File: src/rtl/axi2ahb_pkg.sv
`default_nettype none
// ============================================================================
// Module      : axi2ahb_pkg
// Description : Shared constants and state encodings for the AXI4-Lite to
//               AHB command generator (AHB transfer codes, AXI response
//               codes, read-timeout filler data, FSM state types).
// Revision    : 1.0 - initial release
// ============================================================================
package axi2ahb_pkg;

    localparam logic [1:0]  HTRANS_IDLE     = 2'b00;
    localparam logic [1:0]  HTRANS_NONSEQ   = 2'b10;
    localparam logic [2:0]  HBURST_SINGLE   = 3'b000;
    localparam logic [1:0]  AXI_RESP_OKAY   = 2'b00;
    localparam logic [1:0]  AXI_RESP_SLVERR = 2'b10;
    localparam logic [31:0] RD_TIMEOUT_DATA = 32'hDEAD_BEEF;

    // Top-level transaction FSM. ST_CMD covers the SETUP/PULSE/HOLD
    // sequence, which is run by the command-issue sub-module.
    typedef enum logic [2:0] {
        ST_IDLE   = 3'd0,
        ST_W_ACC  = 3'd1,
        ST_R_ACC  = 3'd2,
        ST_CMD    = 3'd3,
        ST_B_RESP = 3'd4,
        ST_R_WAIT = 3'd5,
        ST_R_RESP = 3'd6
    } gen_state_e;

    // Command-issue sequencer FSM.
    typedef enum logic [1:0] {
        IS_IDLE  = 2'd0,
        IS_SETUP = 2'd1,
        IS_PULSE = 2'd2,
        IS_HOLD  = 2'd3
    } issue_state_e;

endpackage : axi2ahb_pkg
`default_nettype wire

File: src/rtl/axi2ahb_cmd_issue.sv
`default_nettype none
// ============================================================================
// Module      : axi2ahb_cmd_issue
// Description : SETUP/PULSE/HOLD sequencer that presents one AHB single
//               transfer command to the pipe and strobes AHB_START once,
//               waiting in SETUP while the pipe command FIFOs are full.
// Ports       : clk, rst_n        - clock, synchronous active-low reset
//               i_req            - start a command (sampled in IS_IDLE)
//               o_ack            - high during HOLD, command complete
//               i_addr/i_data/i_type - command fields to latch
//               i_fifo_full      - pipe back-pressure
//               o_ar_send, o_data_send, o_tran_type, o_tran_status,
//               o_burst_type, o_ahb_start - registered command outputs
// Revision    : 1.0 - initial release
// ============================================================================
module axi2ahb_cmd_issue
    import axi2ahb_pkg::*;
#(
    parameter int ADDR_W = 32,
    parameter int DATA_W = 32
) (
    input  logic              clk,
    input  logic              rst_n,
    input  logic              i_req,
    output logic              o_ack,
    input  logic [ADDR_W-1:0] i_addr,
    input  logic [DATA_W-1:0] i_data,
    input  logic              i_type,
    input  logic              i_fifo_full,
    output logic [ADDR_W-1:0] o_ar_send,
    output logic [DATA_W-1:0] o_data_send,
    output logic              o_tran_type,
    output logic [1:0]        o_tran_status,
    output logic [2:0]        o_burst_type,
    output logic              o_ahb_start
);

    issue_state_e      state_q,       state_d;
    logic [ADDR_W-1:0] ar_send_q,     ar_send_d;
    logic [DATA_W-1:0] data_send_q,   data_send_d;
    logic              tran_type_q,   tran_type_d;
    logic [1:0]        tran_status_q, tran_status_d;
    logic [2:0]        burst_type_q,  burst_type_d;
    logic              ahb_start_q,   ahb_start_d;

    always_comb begin
        state_d       = state_q;
        ar_send_d     = ar_send_q;
        data_send_d   = data_send_q;
        tran_type_d   = tran_type_q;
        tran_status_d = tran_status_q;
        burst_type_d  = burst_type_q;
        ahb_start_d   = 1'b0;
        case (state_q)
            IS_IDLE: begin
                // Command fields are loaded on entry to SETUP so they are
                // already stable a full cycle before the AHB_START edge.
                if (i_req) begin
                    state_d       = IS_SETUP;
                    ar_send_d     = i_addr;
                    data_send_d   = i_data;
                    tran_type_d   = i_type;
                    tran_status_d = HTRANS_NONSEQ;
                    burst_type_d  = HBURST_SINGLE;
                end
            end
            IS_SETUP: begin
                if (!i_fifo_full) begin
                    state_d     = IS_PULSE;
                    ahb_start_d = 1'b1;
                end
            end
            IS_PULSE: begin
                state_d = IS_HOLD;
            end
            IS_HOLD: begin
                state_d       = IS_IDLE;
                tran_status_d = HTRANS_IDLE;
            end
            default: begin
                state_d = IS_IDLE;
            end
        endcase
    end

    always_ff @(posedge clk) begin
        if (!rst_n) begin
            state_q       <= IS_IDLE;
            ar_send_q     <= '0;
            data_send_q   <= '0;
            tran_type_q   <= 1'b0;
            tran_status_q <= 2'b00;
            burst_type_q  <= 3'b000;
            ahb_start_q   <= 1'b0;
        end else begin
            state_q       <= state_d;
            ar_send_q     <= ar_send_d;
            data_send_q   <= data_send_d;
            tran_type_q   <= tran_type_d;
            tran_status_q <= tran_status_d;
            burst_type_q  <= burst_type_d;
            ahb_start_q   <= ahb_start_d;
        end
    end

    assign o_ack         = (state_q == IS_HOLD);
    assign o_ar_send     = ar_send_q;
    assign o_data_send   = data_send_q;
    assign o_tran_type   = tran_type_q;
    assign o_tran_status = tran_status_q;
    assign o_burst_type  = burst_type_q;
    assign o_ahb_start   = ahb_start_q;

endmodule : axi2ahb_cmd_issue
`default_nettype wire

File: src/rtl/axi_lite_ahb_cmd_gen.sv
`default_nettype none
// ============================================================================
// Module      : axi_lite_ahb_cmd_gen
// Description : AXI4-Lite slave front end of the AHB master pipe. Converts
//               single-beat AXI writes/reads into AHB single-transfer
//               commands and returns read data from the pipe receive FIFO.
//               One AXI transaction is in flight at a time.
// Ports       : M_HCLK / M_nREST          - clock, synchronous active-low reset
//               S_AXI_AW*/W*/B*/AR*/R*    - AXI4-Lite slave channels
//               AR_SEND, DATA_SEND, TRAN_TYPE, TRAN_STATUS, BURST_TYPE,
//               AHB_START                 - command to the AHB pipe
//               FIFO_FULL                 - pipe command FIFO back-pressure
//               RECV_FIFO_EMPTY, DATA_RECV, RECV_RD - receive FIFO access
// Revision    : 1.0 - initial release
// ============================================================================
module axi_lite_ahb_cmd_gen
    import axi2ahb_pkg::*;
#(
    parameter int C_S_AXI_ADDR_WIDTH = 32,
    parameter int C_S_AXI_DATA_WIDTH = 32,
    parameter int C_RD_TIMEOUT       = 256
) (
    input  logic                          M_HCLK,
    input  logic                          M_nREST,
    input  logic [C_S_AXI_ADDR_WIDTH-1:0] S_AXI_AWADDR,
    input  logic                          S_AXI_AWVALID,
    output logic                          S_AXI_AWREADY,
    input  logic [C_S_AXI_DATA_WIDTH-1:0] S_AXI_WDATA,
    input  logic [3:0]                    S_AXI_WSTRB,
    input  logic                          S_AXI_WVALID,
    output logic                          S_AXI_WREADY,
    output logic [1:0]                    S_AXI_BRESP,
    output logic                          S_AXI_BVALID,
    input  logic                          S_AXI_BREADY,
    input  logic [C_S_AXI_ADDR_WIDTH-1:0] S_AXI_ARADDR,
    input  logic                          S_AXI_ARVALID,
    output logic                          S_AXI_ARREADY,
    output logic [C_S_AXI_DATA_WIDTH-1:0] S_AXI_RDATA,
    output logic [1:0]                    S_AXI_RRESP,
    output logic                          S_AXI_RVALID,
    input  logic                          S_AXI_RREADY,
    output logic [C_S_AXI_ADDR_WIDTH-1:0] AR_SEND,
    output logic [C_S_AXI_DATA_WIDTH-1:0] DATA_SEND,
    output logic                          TRAN_TYPE,
    output logic [1:0]                    TRAN_STATUS,
    output logic [2:0]                    BURST_TYPE,
    output logic                          AHB_START,
    input  logic                          FIFO_FULL,
    input  logic                          RECV_FIFO_EMPTY,
    output logic                          RECV_RD,
    input  logic [C_S_AXI_DATA_WIDTH-1:0] DATA_RECV
);

    localparam int unsigned c_cnt_w = (C_RD_TIMEOUT > 2) ? $clog2(C_RD_TIMEOUT) : 1;
    localparam logic [c_cnt_w-1:0] c_timeout_last = c_cnt_w'(C_RD_TIMEOUT - 1);
    localparam logic [C_S_AXI_ADDR_WIDTH-1:0] c_addr_lsb_mask =
        {{(C_S_AXI_ADDR_WIDTH-2){1'b0}}, 2'b11};

    gen_state_e                    state_q,   state_d;
    logic                          rr_last_q, rr_last_d;   // 1 = write granted last
    logic [c_cnt_w-1:0]            cnt_q,     cnt_d;
    logic                          awready_q, awready_d;
    logic                          wready_q,  wready_d;
    logic                          arready_q, arready_d;
    logic                          bvalid_q,  bvalid_d;
    logic [1:0]                    bresp_q,   bresp_d;
    logic                          rvalid_q,  rvalid_d;
    logic [1:0]                    rresp_q,   rresp_d;
    logic [C_S_AXI_DATA_WIDTH-1:0] rdata_q,   rdata_d;
    logic                          recv_rd_q, recv_rd_d;

    logic                          w_wr_pend;
    logic                          w_rd_pend;
    logic                          w_strb_ok;
    logic                          w_issue_req;
    logic                          w_issue_ack;
    logic [C_S_AXI_ADDR_WIDTH-1:0] w_issue_addr;
    logic [C_S_AXI_DATA_WIDTH-1:0] w_issue_data;
    logic                          w_issue_type;

    assign w_wr_pend = S_AXI_AWVALID & S_AXI_WVALID;
    assign w_rd_pend = S_AXI_ARVALID;
    assign w_strb_ok = (S_AXI_WSTRB == 4'hF);

    // The accept cycle is also the cycle the command is handed to the
    // sequencer: AXI holds address/data stable until the handshake edge,
    // so the sequencer can latch them straight from the bus.
    assign w_issue_req  = ((state_q == ST_W_ACC) && w_strb_ok) || (state_q == ST_R_ACC);
    assign w_issue_type = (state_q == ST_W_ACC);
    assign w_issue_addr = w_issue_type ? (S_AXI_AWADDR & ~c_addr_lsb_mask)
                                       : (S_AXI_ARADDR & ~c_addr_lsb_mask);
    assign w_issue_data = w_issue_type ? S_AXI_WDATA : '0;

    always_comb begin
        state_d   = state_q;
        rr_last_d = rr_last_q;
        cnt_d     = cnt_q;
        awready_d = 1'b0;
        wready_d  = 1'b0;
        arready_d = 1'b0;
        bvalid_d  = bvalid_q;
        bresp_d   = bresp_q;
        rvalid_d  = rvalid_q;
        rresp_d   = rresp_q;
        rdata_d   = rdata_q;
        recv_rd_d = 1'b0;
        case (state_q)
            ST_IDLE: begin
                // Round-robin only matters when both directions are pending.
                if (w_wr_pend && (!w_rd_pend || !rr_last_q)) begin
                    state_d   = ST_W_ACC;
                    awready_d = 1'b1;
                    wready_d  = 1'b1;
                    rr_last_d = 1'b1;
                end else if (w_rd_pend) begin
                    state_d   = ST_R_ACC;
                    arready_d = 1'b1;
                    rr_last_d = 1'b0;
                end
            end
            ST_W_ACC: begin
                if (w_strb_ok) begin
                    state_d = ST_CMD;
                end else begin
                    // Partial writes are not supported by the pipe.
                    state_d  = ST_B_RESP;
                    bvalid_d = 1'b1;
                    bresp_d  = AXI_RESP_SLVERR;
                end
            end
            ST_R_ACC: begin
                state_d = ST_CMD;
            end
            ST_CMD: begin
                if (w_issue_ack) begin
                    if (rr_last_q) begin
                        state_d  = ST_B_RESP;
                        bvalid_d = 1'b1;
                        bresp_d  = AXI_RESP_OKAY;
                    end else begin
                        state_d = ST_R_WAIT;
                        cnt_d   = '0;
                    end
                end
            end
            ST_B_RESP: begin
                if (S_AXI_BREADY) begin
                    state_d  = ST_IDLE;
                    bvalid_d = 1'b0;
                end
            end
            ST_R_WAIT: begin
                // Data present on the timeout cycle takes priority.
                if (!RECV_FIFO_EMPTY) begin
                    state_d   = ST_R_RESP;
                    rvalid_d  = 1'b1;
                    rdata_d   = DATA_RECV;
                    rresp_d   = AXI_RESP_OKAY;
                    recv_rd_d = 1'b1;
                end else if (cnt_q == c_timeout_last) begin
                    state_d  = ST_R_RESP;
                    rvalid_d = 1'b1;
                    rdata_d  = RD_TIMEOUT_DATA;
                    rresp_d  = AXI_RESP_SLVERR;
                end else begin
                    cnt_d = cnt_q + 1'b1;
                end
            end
            ST_R_RESP: begin
                if (S_AXI_RREADY) begin
                    state_d  = ST_IDLE;
                    rvalid_d = 1'b0;
                end
            end
            default: begin
                state_d = ST_IDLE;
            end
        endcase
    end

    always_ff @(posedge M_HCLK) begin
        if (!M_nREST) begin
            state_q   <= ST_IDLE;
            rr_last_q <= 1'b0;
            cnt_q     <= '0;
            awready_q <= 1'b0;
            wready_q  <= 1'b0;
            arready_q <= 1'b0;
            bvalid_q  <= 1'b0;
            bresp_q   <= 2'b00;
            rvalid_q  <= 1'b0;
            rresp_q   <= 2'b00;
            rdata_q   <= '0;
            recv_rd_q <= 1'b0;
        end else begin
            state_q   <= state_d;
            rr_last_q <= rr_last_d;
            cnt_q     <= cnt_d;
            awready_q <= awready_d;
            wready_q  <= wready_d;
            arready_q <= arready_d;
            bvalid_q  <= bvalid_d;
            bresp_q   <= bresp_d;
            rvalid_q  <= rvalid_d;
            rresp_q   <= rresp_d;
            rdata_q   <= rdata_d;
            recv_rd_q <= recv_rd_d;
        end
    end

    axi2ahb_cmd_issue #(
        .ADDR_W (C_S_AXI_ADDR_WIDTH),
        .DATA_W (C_S_AXI_DATA_WIDTH)
    ) u_cmd_issue (
        .clk           (M_HCLK),
        .rst_n         (M_nREST),
        .i_req         (w_issue_req),
        .o_ack         (w_issue_ack),
        .i_addr        (w_issue_addr),
        .i_data        (w_issue_data),
        .i_type        (w_issue_type),
        .i_fifo_full   (FIFO_FULL),
        .o_ar_send     (AR_SEND),
        .o_data_send   (DATA_SEND),
        .o_tran_type   (TRAN_TYPE),
        .o_tran_status (TRAN_STATUS),
        .o_burst_type  (BURST_TYPE),
        .o_ahb_start   (AHB_START)
    );

    assign S_AXI_AWREADY = awready_q;
    assign S_AXI_WREADY  = wready_q;
    assign S_AXI_ARREADY = arready_q;
    assign S_AXI_BVALID  = bvalid_q;
    assign S_AXI_BRESP   = bresp_q;
    assign S_AXI_RVALID  = rvalid_q;
    assign S_AXI_RRESP   = rresp_q;
    assign S_AXI_RDATA   = rdata_q;
    assign RECV_RD       = recv_rd_q;

endmodule : axi_lite_ahb_cmd_gen
`default_nettype wire

File: config.mk
export PLATFORM = sky130hd
export DESIGN_NAME = axi_lite_ahb_cmd_gen
export DESIGN_NICKNAME = d
export VERILOG_FILES = /design/src/rtl/axi2ahb_pkg.sv /design/src/rtl/axi2ahb_cmd_issue.sv /design/src/rtl/axi_lite_ahb_cmd_gen.sv
export SDC_FILE = /design/constraint.sdc
export NUM_CORES = 1
export LEC_CHECK = 0
export ABC_CLOCK_PERIOD_IN_PS = 1710
export BUFFER_PORTS_ARGS = -buffer_cell sky130_fd_sc_hd__buf_2
export CORE_AREA = 5 5 134 104
export DETAILED_ROUTE_END_ITERATION = 7
export DIE_AREA = 0 0 139 109
export PLACE_DENSITY = 0.76
export SYNTH_ARGS = -nofsm -noshare
export SYNTH_HDL_FRONTEND = slang
export SYNTH_SLANG_ARGS = --single-unit
export TNS_END_PERCENT = 20
File: constraint.sdc
create_clock -name M_HCLK -period 1.71 [get_ports M_HCLK]
set_input_delay 0.342 -clock M_HCLK [delete_from_list [all_inputs] [get_ports M_HCLK]]
set_output_delay 0.342 -clock M_HCLK [all_outputs]
set_load 0.1 [all_outputs]
==> impl_metrics.yaml <==
sta:
  rsz0062_at_grt: "true"
  finalSetupViolCount: 0
  min_period_ps: 1690
  finalHoldViolCount: 0
  finalClockSkew_ps: 11.0
  worst_pin_slew_ps: 516
  finalCritPeriodShare_pct: 98.7
  fin_hold_ws_ps: 117
  setup_ws_ps: 22.5
  slew_headroom_pct: 65.8
  finalMaxSlewViolations: 0
  fmax_mhz: 593
grt:
  antenna_found_initial: 1
  gr-total-overflow: 0
  track_usage_pct: 19.4
  grt_max_degree: 44
  grt_pass1_wl_um: 23900
  first_global_vias: 4923
pwr:
  vdd_ir_drop_max_mv: 1.56
  power_frac_seq_pct: 24.4
  pwr-share-comb_pct: 48.3
  power.leakage_nw: 3.27
  p_int_mw: 7.55
  swShare_pct: 47.6
  p_per_area_nw_per_um2: 1950
  p_switching_mw: 6.86
  p_total_mw: 14.4
  clkPwrFrac_pct: 27.2
setup_path:
  max_stage_delay_ps: 360
  cp-startpoint: "cnt_q[1]"
  end_kind: "flip-flop"
  critPathMaxFanout: 7
  worstPathRequired_ps: 2050
  reg2reg_from: "cnt_q[1]"
  critPathSlowestCell: "or3_4"
  rr_worst_depth: 6
  worst_ep_arrival_time_ps: 2030
  cp-start-kind: "flip-flop"
  path_cells: "ha_4 -> nand3_2 -> or3_4 -> a21oi_4 -> clkbuf_16 -> o221a_1"
  critical_path_class: "reg2reg"
final_layout:
  multi_input_area_um2: 2500
  drive_above_1_share_pct: 41.3
  mostFrequentLayoutCells: "buf_2 (241), dfxtp_1 (112), a21oi_1 (67), nand4_1 (35), nand2_1 (33)"
  layout_commonest_cell: "buf_2"
  layout.nets: 938
  area_growth_pct: 44.1
  fillers: 1128
  seq_area_um2: 2370
logic_synthesis:
  synth_xor_area_share_pct: 0
  synth_cells: 552
  ys.flop_type: "dfxtp_1"
  seq_area_frac_synth_pct: 46.0
  synthSimpleGateAreaFrac_pct: 13.5
  ys_ff_latch: 118
  ys_warn_count: 0
  synthArstFlopShare_pct: 0
  synth_edf_count: 0
  netlist-cell-type-count: 56
  syn_area_per_cell_um2: 9.31
  synth-compound-area-share_pct: 26.3
  synth_area_um2: 5140
  synth_adder_area_share_pct: 1.46
  synth_top_family_by_area: "compound AO/OA/AOI/OAI gates"
  synthMuxAreaShare_pct: 6.04
floorplan:
  die_w_um: 139
  die-area_um2: 15200
  pin_count: 254
  rows: 36
  fp.dieH_um: 109
  initial_core_util_pct: 40.7
  core_area_um2: 12600
routing:
  vias: 5041
  drc: 0
  drt_wl_total_um: 15300
  ant_nets: 0
  wl_per_cell_um: 15.7
  drtIter0Drc: 238
  vias_per_cell: 5.16
  dr.pass1.iters: 4
placement:
  place_congestion: 0.823
  hpwl_um: 11000
  io_buffer_count: 241
  pre_cts_ws_ps: -36.4
run:
  maxCapViolCount: 0
status:
  status: "completed"
clock_tree:
  clk_latency_ps: 400
  root_buffer: "clkbuf_16"
  htree_levels: 4
  cts_buffer_depth: 2
  path_clk_slew_ps: 60
  cts_tree: "done"
  cts_made_buffers: 17
  cts_sinks: 118
hold_path:
  min_path_type: "in2reg"
  hp-start: "FIFO_FULL"
  min_path_cells: 2
metrics by stage:
stage	instance area (um2)	util, %	setup TNS [ps]	cells
floorplan	5160	-	0	559
CTS	7300	57.9	0	971
detailed placement	6630	52.5	-44.5	939
global placement	6630	52.5	-16.6	939
global route	7400	58.7	-992	976
finish	7400	58.7	0	976
Yosys cell counts, drive strengths merged (2+ instances only):
cell / instances / area [um2]
and2: 3 / 18.8
buf: 30 / 191
nor3b: 3 / 22.5
nand2: 33 / 124
a211oi: 32 / 240
ha: 6 / 75.1
a21oi: 68 / 352
o22ai: 9 / 56.3
o22a: 2 / 17.5
a31oi: 3 / 18.8
inv: 5 / 18.8
o311ai: 2 / 17.5
nor3: 10 / 50.1
nor2: 14 / 60.1
nand2b: 4 / 32.5
and4b: 3 / 30.0
or2: 2 / 12.5
nand4: 35 / 219
o21a: 6 / 45.0
o221a: 24 / 270
mux2i: 31 / 310
o21ai: 38 / 194
dfxtp: 118 / 2360
clkbuf: 35 / 131
a211o: 3 / 26.3
and3: 6 / 37.5
a21boi: 2 / 15.0
nand3: 5 / 30.0
nor2b: 2 / 12.5
o31ai: 2 / 15.0
a21o: 3 / 22.5
final timing paths:
path                                  end  slack, ps
hold / removal    u_cmd_issue.o_ahb_start        120
setup / recovery          S_AXI_RDATA[30]         20
hold reg to reg           S_AXI_RDATA[20]        470
setup reg to reg          S_AXI_RDATA[30]         20
metal layers:
metal | track usage (%) | up-vias | part of all wire (%)
met5 | 0 | - | 0
met4 | 8.03 | 0 | 1.4
met3 | 7.32 | 14 | 7.5
met2 | 31.7 | 165 | 48
met1 | 23.2 | 2316 | 43
li1 | - | 2546 | -
cell families after synthesis:
family	count (synthesis)
other	1
AOI/OAI and AO/OA	201
and+or+nand+nor	125
DFF	118
muxes	31
adders and majority gates	6
buffers and inverters	70
sequential cells by signal, indices dropped and copies added, names as in the netlist, 2 cells and up:
| signal | count |
|---|---|
| u_cmd_issue.o_ar_send | 30 |
| state_q | 3 |
| S_AXI_RDATA | 32 |
| u_cmd_issue.o_data_send | 32 |
| cnt_q | 8 |
| u_cmd_issue.state_q | 2 |
power by group through the flow:
stage	combinational (mW)	clock, mW	sequential [mW]
3_5_place_dp	6.90	0	3.55
4_1_cts	6.93	4.01	3.51
6_report	6.97	3.92	3.52
3_3_place_gp	6.86	0	3.55
2_1_floorplan	2.50	0	6.36
5_1_grt	7.40	4.12	3.59
area by class of cell:
cell class                      count  area share, %
Multi-Input combinational cell    371           33.8
Sequential cell                   118           32.0
Timing Repair Buffer              278           22.1
Clock buffer                       18           5.93
Clock inverter                     14           3.03
Tap cell                          171           2.89
Inverter                            5          0.254
Antenna cell                        1         0.0338
timing repair:
action | 4_1_cts | 5_1_grt
setup buffers | 0 | 1
setup endpoints to repair | 2 | 89
pin swaps | 0 | 3
cloned | 0 | 3
hold buffers | 0 | 0
resized for setup | 1 | 12
worst max-delay path, delay by kind of cell, from the launching register on:
kind,cells,cell delay (ps)
AO/OA/AOI/OAI,2,480
adder cells (fa/ha/maj),1,140
buffers and inverters,1,220
flip-flops,1,350
AND/OR/NAND/NOR,2,440
(Power assumes the default switching activity.)
